$ cat src/rtl/pipeline_stall_controller.sv
// ---------------------------------------------------------------------------
// pipeline_stall_controller
//
// Central hazard sequencer for the 5-stage MIPS pipeline. It turns four
// hazard causes into one prioritized set of keep/bubble/flush controls for
// the PC and the IF/ID, ID/EX, EX/MEM and MEM/WB pipeline registers:
//   - load-use hazard between the load in EX and the instruction in ID
//   - taken branch resolved in EX
//   - variable-latency data memory (access in MEM without ack)
//   - multi-cycle mult/div unit, tracked by an IDLE/BUSY FSM and a
//     down-counter
//
// Ports:
//   clk_i, rst_i             clock, asynchronous active-high reset
//   ID_rs_i, ID_rt_i         source register indices of the ID instruction
//   EX_rt_i, EX_mem_read_i   destination / load flag of the EX instruction
//   EX_branch_taken_i        branch in EX resolved taken
//   EX_muldiv_start_i        EX instruction starts the mult/div unit
//   ID_hilo_use_i            ID instruction reads or writes HI/LO
//   MEM_mem_access_i         valid load/store in MEM
//   MEM_ack_i                data memory completes the access this cycle
//   pc_keep_o .. MEM_WB_zero_o   pipeline register controls
//   muldiv_busy_o            mult/div unit occupied
//   muldiv_done_o            last busy cycle (HI/LO written at its end)
//   muldiv_cnt_o             remaining busy cycles minus 1 (0 when idle)
// ---------------------------------------------------------------------------
module pipeline_stall_controller #(
    parameter int R_WIDTH       = 5,
    parameter int MULDIV_CYCLES = 32,
    parameter int CNT_WIDTH     = 6
) (
    input  logic                 clk_i,
    input  logic                 rst_i,
    input  logic [R_WIDTH-1:0]   ID_rs_i,
    input  logic [R_WIDTH-1:0]   ID_rt_i,
    input  logic [R_WIDTH-1:0]   EX_rt_i,
    input  logic                 EX_mem_read_i,
    input  logic                 EX_branch_taken_i,
    input  logic                 EX_muldiv_start_i,
    input  logic                 ID_hilo_use_i,
    input  logic                 MEM_mem_access_i,
    input  logic                 MEM_ack_i,
    output logic                 pc_keep_o,
    output logic                 IF_ID_keep_o,
    output logic                 IF_ID_flush_o,
    output logic                 ID_EX_keep_o,
    output logic                 ID_EX_zero_o,
    output logic                 EX_MEM_keep_o,
    output logic                 MEM_WB_zero_o,
    output logic                 muldiv_busy_o,
    output logic                 muldiv_done_o,
    output logic [CNT_WIDTH-1:0] muldiv_cnt_o
);

    localparam logic [CNT_WIDTH-1:0] CNT_LOAD = CNT_WIDTH'(MULDIV_CYCLES - 1);

    typedef enum logic {
        IDLE = 1'b0,
        BUSY = 1'b1
    } muldiv_state_t;

    muldiv_state_t          state, state_nxt;
    logic [CNT_WIDTH-1:0]   cnt, cnt_nxt;

    logic mem_wait;
    logic load_use;
    logic hilo_stall;
    logic busy;

    assign busy     = (state == BUSY);
    assign mem_wait = MEM_mem_access_i & ~MEM_ack_i;
    assign load_use = EX_mem_read_i & (EX_rt_i != '0) &
                      ((EX_rt_i == ID_rs_i) | (EX_rt_i == ID_rt_i));
    // A start still sitting in EX counts as busy: the ID instruction must
    // not touch HI/LO before the unit has even been launched.
    assign hilo_stall = ID_hilo_use_i & (busy | EX_muldiv_start_i);

    // Mult/div state register
    always_ff @(posedge clk_i or posedge rst_i) begin
        if (rst_i) begin
            state <= IDLE;
            cnt   <= '0;
        end else begin
            state <= state_nxt;
            cnt   <= cnt_nxt;
        end
    end

    // The unit runs independently of the pipeline: once launched it counts
    // through freezes and flushes. A start is only accepted when EX is not
    // frozen, otherwise the same instruction would be seen again next cycle.
    always_comb begin
        state_nxt = state;
        cnt_nxt   = cnt;
        unique case (state)
            IDLE: begin
                if (EX_muldiv_start_i && !mem_wait) begin
                    state_nxt = BUSY;
                    cnt_nxt   = CNT_LOAD;
                end
            end
            BUSY: begin
                // A start while busy is ignored; hilo_stall keeps it from
                // happening in a correct pipeline.
                if (cnt == '0) begin
                    state_nxt = IDLE;
                end else begin
                    cnt_nxt = cnt - 1'b1;
                end
            end
            default: begin
                state_nxt = IDLE;
                cnt_nxt   = '0;
            end
        endcase
    end

    // Prioritized pipeline controls. A taken branch under mem_wait needs no
    // storage: EX is frozen, so the branch is still presented once the
    // memory acknowledges and the redirect happens then.
    always_comb begin
        pc_keep_o     = 1'b0;
        IF_ID_keep_o  = 1'b0;
        IF_ID_flush_o = 1'b0;
        ID_EX_keep_o  = 1'b0;
        ID_EX_zero_o  = 1'b0;
        EX_MEM_keep_o = 1'b0;
        MEM_WB_zero_o = 1'b0;
        if (rst_i) begin
            // everything stays low while reset is asserted
        end else if (mem_wait) begin
            pc_keep_o     = 1'b1;
            IF_ID_keep_o  = 1'b1;
            ID_EX_keep_o  = 1'b1;
            EX_MEM_keep_o = 1'b1;
            MEM_WB_zero_o = 1'b1;
        end else if (EX_branch_taken_i) begin
            // The ID instruction is squashed, so any stall it would need
            // is moot.
            IF_ID_flush_o = 1'b1;
            ID_EX_zero_o  = 1'b1;
        end else if (load_use || hilo_stall) begin
            pc_keep_o     = 1'b1;
            IF_ID_keep_o  = 1'b1;
            ID_EX_zero_o  = 1'b1;
        end
    end

    assign muldiv_busy_o = ~rst_i & busy;
    assign muldiv_done_o = ~rst_i & busy & (cnt == '0);
    assign muldiv_cnt_o  = rst_i ? '0 : cnt;

endmodule

$ cat config.mk
export PLATFORM = sky130hd
export DESIGN_NAME = pipeline_stall_controller
export DESIGN_NICKNAME = d
export VERILOG_FILES = /design/src/rtl/pipeline_stall_controller.sv
export SDC_FILE = /design/constraint.sdc
export NUM_CORES = 1
export LEC_CHECK = 0
export ABC_AREA = 1
export BUFFER_PORTS_ARGS = -buffer_cell sky130_fd_sc_hd__buf_2
export CORE_MARGIN = 8
export CORE_UTILIZATION = 39
export CTS_CLUSTER_SIZE = 40
export DETAILED_ROUTE_END_ITERATION = 16
export PLACE_DENSITY = 0.77
export SLEW_MARGIN = 20
export SYNTH_ARGS = -nofsm -noshare
export SYNTH_HDL_FRONTEND = slang
export SYNTH_SLANG_ARGS = --single-unit
$ cat constraint.sdc
create_clock -name clk_i -period 1.5 [get_ports clk_i]
set_clock_uncertainty 0.2 [all_clocks]
set_input_delay 0.15 -clock clk_i [delete_from_list [all_inputs] [get_ports clk_i]]
set_output_delay 0.15 -clock clk_i [all_outputs]
set_load 0.05 [all_outputs]
* Yosys cells after proc, flatten, opt, wreduce, memory -nomap -nowiden
Cells that the tools add are included.
** Operators by class
- Add/subtract/negate cells :: 1
- Muxes and demuxes :: 19
- Bitwise gates (word level) :: 11
- Reductions and logical operators :: 6
- Eq/ne operators :: 4
** Operators by type and width (number)
- $mux W6 :: 3
- $mux W1 :: 14
- $pmux W6 S2 :: 1
- $eq A5 B5 Y1 :: 2
- $and A1 B1 Y1 :: 6
- $logic_not A6 Y1 :: 1
- $sub A6 B1 Y6 const B :: 1
- $reduce_bool A5 Y1 :: 1
- $ne A2 B2 Y1 const B :: 2
- $not A1 Y1 :: 3
- $or A1 B1 Y1 :: 2
- $pmux W1 S2 :: 1
- $reduce_and A2 Y1 :: 1
- $logic_and A1 B1 Y1 :: 1
- $logic_not A1 Y1 :: 1
- $logic_or A1 B1 Y1 :: 1
** Storage, ports and cells
- Word-level logic and storage cells :: 43
- Bits of input ports :: 23
- Register bits :: 7
- Output and inout bits :: 15

* Logic depth before layout (Yosys ltp)
Gate-level depths: netlist of the first run.
- Depth in word-level cells :: 8
- Gate-level depth with buffers :: 11
- Gate-level depth less buffers :: 10

* Least setup slack after synthesis of the first run
Ideal clock, no wire load.
- Path kind :: input -> output
- Start point :: input MEM_mem_access_i
- End point :: output pc_keep_o
- Data arrival time :: 1.880 ns
- Slack :: -0.730 ns
- Data required time :: 1.150 ns
- Cell stages on the path :: 7
- Cells stage by stage :: inv_1 -> nor2_1 -> inv_1 -> nor2_1 -> inv_1 -> nand2_1 -> buf_4
** On the way
- Cells in the longest elaborated chain, start to end :: 3
** RTL lines
- start, declared :: RTL line 41 : input logic MEM_mem_access_i,
- $and A1 B1 Y1 :: RTL line 71 : assign mem_wait = MEM_mem_access_i & ~MEM_ack_i;
- $mux W1 (2 in series)
- end, declared :: RTL line 43 : output logic pc_keep_o,
No other way between the ends.

* Worst setup path in the final report of the first run
- Start point :: register cnt[1]
- End point :: output muldiv_done_o
** On the way
- Cells in the longest elaborated chain, start to end :: 2
** RTL lines
- start, declared :: RTL line 63 : logic [CNT_WIDTH-1:0] cnt, cnt_nxt;
- start signal, assigned :: RTL line 85 : cnt <= cnt_nxt;
- $logic_not A6 Y1 :: RTL line 150 : assign muldiv_done_o = ~rst_i & busy & (cnt == '0);
- $and A1 B1 Y1 :: RTL line 150
- end, declared :: RTL line 51 : output logic muldiv_done_o,
No other way between the ends.

==> impl_metrics.ini, run 1 <==
[sta]
holdWs_ns = 0.04740
fin_ws_ns = -0.3005
report.final.slew_viol_count = 0
hold_viol = 0
rsz0062_at_grt = true
finalCritPeriodShare = 1.200
fin_crit_ns = 1.800
worstMarginPinSlew_ns = 0.3082
setup_viol = 12
fmax_ghz = 0.5554
max_slew_margin = 0.7946

[floorplan]
dieArea_mm2 = 0.003488
die_h_um = 59.06
die_width_um = 59.06
initial_core_util = 0.4143
ios = 38
design.core.area_mm2 = 0.001745
core.rowCount = 15

[route]
dr.first_iter.drc_count = 13
drt_first_pass_iters = 4
routedWlPerCell_um = 11.83
drc = 0
vias_per_cell = 4.575
num_vias = 915
drtAntennaViolNets = 0
totalWireLength_um = 2366

[synthesis]
synth.avg_cell_area_um2 = 5.880
synthSimpleGateAreaFrac = 0.4273
ys_types = 22
synthesis.area_um2 = 723.2
synth_compound_area_frac = 0.08824
yosysSeqAreaShare = 0.2422
synth_nets = 147
synth_cells = 123
synth_top_family_by_area = simple AND/OR/NAND/NOR gates
yosys.area_share.adder = 0.01730
ys_ff_latch = 7
synthXorXnorAreaFrac = 0.04844
synth_mux_area_frac = 0
ys_warn_count = 0

[min_path]
whs_path_depth = 3
hp-start = EX_muldiv_start_i
holdPathEnd = busy
min_path_type = input pin to register

[cts]
cts.sinks = 7
numCtsBuffers = 3
clockRootBuffer = clkbuf_4
htreeDepth = 1
worst_setup_hold_path_clk_slew_ns = 0.06
insertion_delay_ns = 0.26
clockBufferDepth = 2
cts_tree = yes

[place]
place_area_mm2 = 0.001001
port_buffers = 37
routabilityCongestion = 0.8441
pre_cts_ws_ns = -0.1438
hpwl_um = 1805

[final_layout]
most-common-layout-cells = 32 x nand2_1, 25 x buf_2, 20 x inv_1
final_nets = 200
fillers = 152
drive_gt1_frac = 0.4571
final_core_util = 0.6975
n_antenna_cell = 0
fin_area_mm2 = 0.001217
area_delta_synth_final_pct = 68.34
final_common_cell = nand2_1

[worst_setup_path]
regToRegSetupSlack_ns = -0.26
end_kind = output port
cp.required_ns = 1.15
startpoint = cnt[1]
reg2reg_depth = 9
crit_slowest_cell = dfrtp_1
path_cells = inv_2 > ha_4 > nand3_4 > nor2_4 > nand3_4 > nor2_4 > buf_8
rr_endpoint = cnt[5]
reg2reg_from = cnt[1]
crit_arrival_ns = 1.45
crit_path_max_fanout = 2
path_class = register to output port
worstSetupStartpointType = register
critPathMaxStageDelay_ns = 0.39

[global_routing]
antenna_found_initial = 0
grt_usage = 0.1294
grt_pass1_vias = 867
grt_max_degree = 13
grt_overflow_total = 0
grt_pass1_wl_um = 3498

[status]
outcome = complete, but fails checks
violations = negative setup slack

[pwr]
vdd_drop_max_mv = 1.031
power_leakage_nw = 0.6862
power_density_mw_per_mm2 = 1424

[run]
max_cap_viol_count = 0
[state kept, by name (all words and copies together), names as in the netlist]
name and count:
busy 1, cnt 6
[critical path, delay by kind of cell, from the launching register on]
family / cells / cell delay (ns)
and+or+nand+nor: 4 / 0.42
DFF: 1 / 0.39
buffers and inverters: 2 / 0.24
adders and majority gates: 1 / 0.14
[synthesized netlist by cell type (all sizes together)]
master  number  share of area
nand2       37           0.21
o21ai        8          0.055
ha           1          0.017
inv         27           0.14
nand4        2          0.017
clkbuf       1         0.0052
nand3        8          0.087
a21oi        1         0.0069
dfrtp        7           0.24
buf          3          0.031
nor2        22           0.12
xor2         2          0.024
a21boi       1          0.016
a22oi        1          0.010
xnor2        2          0.024
[metrics by stage]
stage / total power [W] / setup TNS, ns / std cells
finish: 0.001733 / -1.873 / 200
global route: 0.001843 / -2.692 / 200
CTS: 0.001566 / -1.559 / 195
detailed placement: 0.001292 / -1.020 / 188
global placement: 0.001258 / -0.4408 / 188
floorplan: 0.0009877 / -0.2350 / 123
[cells by family after synthesis]
| family | after synthesis |
|---|---|
| simple gates | 69 |
| compound gates | 11 |
| flops | 7 |
| buf+inv | 31 |
| xor+xnor | 4 |
| fa+ha+maj | 1 |
[worst max path at each step]
stage                          endpoint  slack, ns  cells after the start
after floorplan                  cnt[3]      -0.05                      9
after global placement    muldiv_done_o      -0.07                      7
after detailed placement         cnt[5]      -0.14                      8
after CTS                 muldiv_done_o      -0.28                      7
after global routing      muldiv_done_o      -0.36                      7
final                     muldiv_done_o      -0.30                      7
[repair_timing]
action                                  CTS  global route
endpoints found under the setup margin   15            16
hold buffers                              1             0
pin swaps                                 0            11
endpoints found under the hold margin     7             0
buffers inserted                          2             5
gates resized for setup                  20            20
[per-layer routing]
layer  global-route usage  routed length [um]  up-vias
met2               0.2352                1217       27
met3              0.03905                 172        6
met1               0.1270                 920      415
met5                    0                   0        -
met4              0.07167                  55        0
li1                     -                   -      467
[where the power goes]
part           switching (W)  leakage (nW)  internal [W]  total, W
Sequential         0.0000625        0.0788      0.000275  0.000338
Clock              0.0000794        0.0177     0.0000979  0.000177
Combinational       0.000704         0.590      0.000514   0.00122
Total               0.000846         0.686      0.000887   0.00173
[final cells by class]
class / count / area (um2) / share of cell area
Clock buffer: 3 / 22.52 / 0.01850
Clock inverter: 1 / 5.005 / 0.004111
Inverter: 27 / 101.3 / 0.08325
Multi-Input combinational cell: 85 / 505.5 / 0.4152
Sequential cell: 7 / 176.4 / 0.1449
Tap cell: 25 / 31.28 / 0.02569
Timing Repair Buffer: 52 / 375.4 / 0.3083
Note: power is estimated with default switching activity, not from simulation.
==> run 2, diff against run 1 <==
--- a/config.mk
+++ b/config.mk
@@ -12,6 +12,7 @@
 export CTS_CLUSTER_SIZE = 40
 export DETAILED_ROUTE_END_ITERATION = 16
 export PLACE_DENSITY = 0.77
+export SETUP_SLACK_MARGIN = 0.2
 export SLEW_MARGIN = 20
 export SYNTH_ARGS = -nofsm -noshare
 export SYNTH_HDL_FRONTEND = slang
==> impl_metrics.ini, run 2 (synthesis gave the netlist of run 1 again) <==
[min_path]
whs_path_depth = 3
min_path_type = input pin to register

[worst_setup_path]
worst-path-stages = 7
regToRegSetupSlack_ns = -0.24
worst-path-buf-inv = 2
path_class = register to output port
worstSetupStartpointType = register
end_kind = output port
crit_slowest_cell = dfrtp_1
critPathMaxStageDelay_ns = 0.38
path_cells = inv_2 > ha_4 > nand3_4 > nor2_4 > nand3_4 > nor2_4 > buf_6
crit_arrival_ns = 1.42
crit_path_max_fanout = 2
reg2reg_depth = 9
cp.required_ns = 1.15
cp_top_family = simple AND/OR/NAND/NOR gates

[route]
routedWlPerCell_um = 15.92
met1Wirelength_um = 1285
wl_met2_um = 1812
drc = 0
totalWireLength_um = 3327
drtAntennaViolNets = 0
route.met3.wl_um = 184
dr.first_iter.drc_count = 41
topRoutingLayerUsed = met4
num_vias = 1032
drt_first_pass_iters = 4
vias_per_cell = 4.938

[sta]
max_slew_margin = 0.7420
fin_ws_ns = -0.2737
hold_viol = 0
report.final.slew_viol_count = 0
fin_crit_ns = 1.774
finalCritPeriodShare = 1.182
holdWs_ns = 0.07126
worstMarginPinSlew_ns = 0.3857
fmax_ghz = 0.5638
setup_viol = 14
rsz0062_at_grt = true

[final_layout]
n_antenna_cell = 0
final_nets = 209
final_common_cell = nand2_1
drive_gt1_frac = 0.5870
area_delta_synth_final_pct = 105.0
largest_reg_flops = 6
final_core_util = 0.8495
most-common-layout-cells = 29 x nand2_1, 20 x buf_2, 18 x buf_4
top_register = cnt

[global_routing]
antenna_found_initial = 0
grt_pass1_wl_um = 3560
grt_max_degree = 10
grt_pass1_vias = 896
grt_usage = 0.1290
grt_overflow_total = 0

[run]
max_cap_viol_count = 0

[floorplan]
die_h_um = 59.06
core.rowCount = 15
dieArea_mm2 = 0.003488
initial_core_util = 0.4143
design.core.area_mm2 = 0.001745
ios = 38
die_width_um = 59.06

[status]
violations = negative setup slack
outcome = complete, but fails checks

[place]
hpwl_um = 1778
pre_cts_ws_ns = -0.1508
port_buffers = 37
routabilityCongestion = 0.8193

[pwr]
power_leakage_nw = 0.7824
p_total_w = 0.002239
vdd_drop_max_mv = 1.184
power_density_mw_per_mm2 = 1510

[cts]
numCtsBuffers = 3
cts_tree = yes
htreeDepth = 1
cts.sinks = 7
clockRootBuffer = clkbuf_4
clockBufferDepth = 2
insertion_delay_ns = 0.26
worst_setup_hold_path_clk_slew_ns = 0.06
## run 2: changes by cell type in the layout (fill, tap and decap cells not counted), moves of 3 or more
cell / change
inv_1: -4
buf_8: +7
nand2_1: -3
buf_2: -5
buf_4: +4
buf_6: +5
nor2_4: +7
nor2_1: -8
## run 2: stage by stage
stage | setup TNS (ns) | std cells | cell area, um2
5_1_grt | -2.245 | 209 | 1483
3_5_place_dp | -1.015 | 190 | 1040
6_report | -1.537 | 209 | 1483
3_3_place_gp | -0.7090 | 190 | 1040
2_1_floorplan | -0.1930 | 123 | 785.8
4_1_cts | -1.421 | 203 | 1244
## run 2: cell type report
class / count / area (um2)
multi-input combinational: 85 / 611.8
timing repair buffer: 61 / 526.8
fill: 98 / 262.8
sequential: 7 / 175.2
inverter: 27 / 111.4
tap: 25 / 31.28
clock buffer: 4 / 26.28
## run 2: path summary, 6_finish.rpt
path,startpoint,endpoint
min in group asynchronous,rst_i,cnt[0]
worst min-delay path,EX_muldiv_start_i,cnt[2]
worst max-delay path,cnt[1],muldiv_done_o
worst min register to register,cnt[0],cnt[5]
worst max register to register,cnt[1],cnt[4]
max in group asynchronous,rst_i,cnt[2]
## run 2: report_power, final
group          switching, W  internal, W
registers         0.0000635     0.000275
logic              0.000924     0.000795
clock network     0.0000802     0.000102
total               0.00107      0.00117
## run 2: tightest hold or removal path, cell delays in order
cell and delay (ns):
buf_2 0.14, nand3_4 0.11, nand3_2 0.09
## run 2: layer usage
layer,up-vias,track usage
met5,-,0
met4,0,0.05802
met3,6,0.03905
met2,48,0.2336
met1,487,0.1319
li1,491,-
## run 2: what timing repair did
item,in CTS,in global routing
cloned,0,0
endpoints found under the setup margin,18,18
pin swaps,8,19
gates resized for setup,33,55
hold buffers,1,0
setup buffers,8,6
endpoints found under the hold margin,7,0
==> run 3, diff against run 2 <==
--- a/config.mk
+++ b/config.mk
@@ -12,6 +12,7 @@
 export CTS_CLUSTER_SIZE = 40
 export DETAILED_ROUTE_END_ITERATION = 16
 export PLACE_DENSITY = 0.77
+export REMOVE_ABC_BUFFERS = 1
 export SETUP_SLACK_MARGIN = 0.2
 export SLEW_MARGIN = 20
 export SYNTH_ARGS = -nofsm -noshare
==> impl_metrics.ini, run 3 (synthesis gave the netlist of run 1 again) <==
[status]
outcome = complete, but fails checks
violations = negative setup slack

[floorplan]
dieArea_mm2 = 0.003488
design.core.area_mm2 = 0.001745
die_h_um = 59.06
core.rowCount = 15
ios = 38
initial_core_util = 0.4143
die_width_um = 59.06

[pwr]
seq_power_share = 0.181
power.share.clock = 0.101
pwr-share-comb = 0.717
vdd_drop_max_mv = 0.8283
switching_share = 0.4904
power_leakage_nw = 0.7016
p_switching_w = 0.0009226
power_density_mw_per_mm2 = 1477
p_int_w = 0.0009588
p_total_w = 0.001881

[route]
topRoutingLayerUsed = met4
dr.first_iter.drc_count = 43
drc = 0
num_vias = 977
wl_met2_um = 1447
vias_per_cell = 4.885
route.met3.wl_um = 218
totalWireLength_um = 2749
drtAntennaViolNets = 0
drt_first_pass_iters = 4
routedWlPerCell_um = 13.75
met1Wirelength_um = 1032

[final_layout]
instances_no_fill = 200
drive_gt1_frac = 0.4971
final_nets = 200
largest_reg_flops = 6
most-common-layout-cells = 31 x nand2_1, 17 x inv_1, 17 x buf_2
final_common_cell = nand2_1
top_register = cnt
n_antenna_cell = 0
fillers = 143
area_delta_synth_final_pct = 76.12

[min_path]
min_path_type = input pin to register

[worst_setup_path]
end_kind = output port
path_class = register to output port
crit_arrival_ns = 1.46
crit_path_max_fanout = 2
critPathMaxStageDelay_ns = 0.39
worstSetupStartpointType = register
cp.required_ns = 1.15
cp_top_family = flip-flops
path_cells = inv_2 > ha_4 > nand3_4 > nor2_4 > nand3_2 > nor2_2 > buf_6
worst-path-buf-inv = 2
crit_slowest_cell = dfrtp_1

[global_routing]
grt_pass1_wl_um = 3836
grt_pass1_vias = 920
grt_overflow_total = 0
grt_usage = 0.1418
antenna_found_initial = 0
grt_max_degree = 13

[place]
port_buffers = 37
place_inst = 187
routabilityCongestion = 0.7858
hpwl_um = 1771

[sta]
hold_viol = 0
rsz0062_at_grt = true
fin_crit_ns = 1.811
fin_ws_ns = -0.3112
fin_setup_tns_ns = -1.455
setup_viol = 11
fmax_ghz = 0.5521
worstMarginPinSlew_ns = 0.2885
finalCritPeriodShare = 1.207
report.final.slew_viol_count = 0
max_slew_margin = 0.8075

[cts]
cts_tree = yes
numCtsBuffers = 3
cts.sinks = 7
clockBufferDepth = 2
htreeDepth = 1
worst_setup_hold_path_clk_slew_ns = 0.07
clockRootBuffer = clkbuf_4
insertion_delay_ns = 0.26

[run]
max_cap_viol_count = 0
==> run 3: cell types whose count changed in the layout (fill, tap and decap cells not counted), moves of 2 or more <==
cell | before | now
buf_2 | 20 | 17
buf_4 | 18 | 15
buf_6 | 13 | 16
buf_8 | 9 | 2
nand2_1 | 29 | 31
nand3_1 | 3 | 5
nor2_1 | 9 | 16
nor2_4 | 10 | 2
==> run 3: tightest hold or removal path, stage by stage <==
cell and delay [ns]:
buf_2 0.13, nand3_4 0.11, nand3_1 0.08
==> run 3: path summary, 6_finish.rpt <==
check	from	to	slack (ns)	cells after the start
min reg2reg	cnt[4]	cnt[4]	0.42	2
max in group asynchronous	rst_i	cnt[5]	0.54	3
max reg2reg	cnt[1]	cnt[4]	-0.19	10
max	cnt[1]	muldiv_done_o	-0.31	7
min	EX_muldiv_start_i	cnt[2]	0.06	3
min in group asynchronous	rst_i	cnt[1]	0.32	3
==> run 3: power groups by stage <==
stage / logic, W / registers [W] / clock network [W]
floorplan: 0.000611 / 0.000327 / 0
global placement: 0.000865 / 0.000330 / 0
detailed placement: 0.000901 / 0.000341 / 0
CTS: 0.00110 / 0.000333 / 0.000191
global route: 0.00143 / 0.000346 / 0.000205
finish: 0.00135 / 0.000341 / 0.000191
==> run 3: repair_timing <==
| item | CTS | global route |
|---|---|---|
| setup endpoints to repair | 21 | 21 |
| hold endpoints to repair | 7 | 0 |
| buffers inserted | 4 | 4 |
| resized for setup | 38 | 34 |
| pin swaps | 5 | 16 |
| gates cloned | 0 | 0 |
| hold buffers | 1 | 0 |
==> run 3: cell type report <==
class / instances / area (um2) / share of cell area
Tap cell: 25 / 31.28 / 0.02456
Multi-Input combinational cell: 85 / 510.5 / 0.4008
Timing Repair Buffer: 52 / 425.4 / 0.3340
Clock buffer: 4 / 26.28 / 0.02063
Sequential cell: 7 / 176.4 / 0.1385
Inverter: 27 / 103.9 / 0.08153
==> run 3: layer usage <==
| metal | vias up | GRT usage |
|---|---|---|
| met3 | 7 | 0.03688 |
| li1 | 475 | - |
| met4 | 0 | 0.08532 |
| met2 | 49 | 0.2679 |
| met1 | 446 | 0.1319 |
| met5 | - | 0 |
==> run 3: stage by stage <==
step	utilization	setup WS, ns	instance area [um2]	hold WS [ns]
floorplan	-	-1.945	696.9	-0.2466
global placement	0.5491	-0.08271	958.4	0.005416
detailed placement	0.5491	-0.1505	958.4	0.009988
CTS	0.6523	-0.2556	1139	0.03311
global route	0.7297	-0.3758	1274	0.06131
finish	0.7297	-0.3112	1274	0.05666
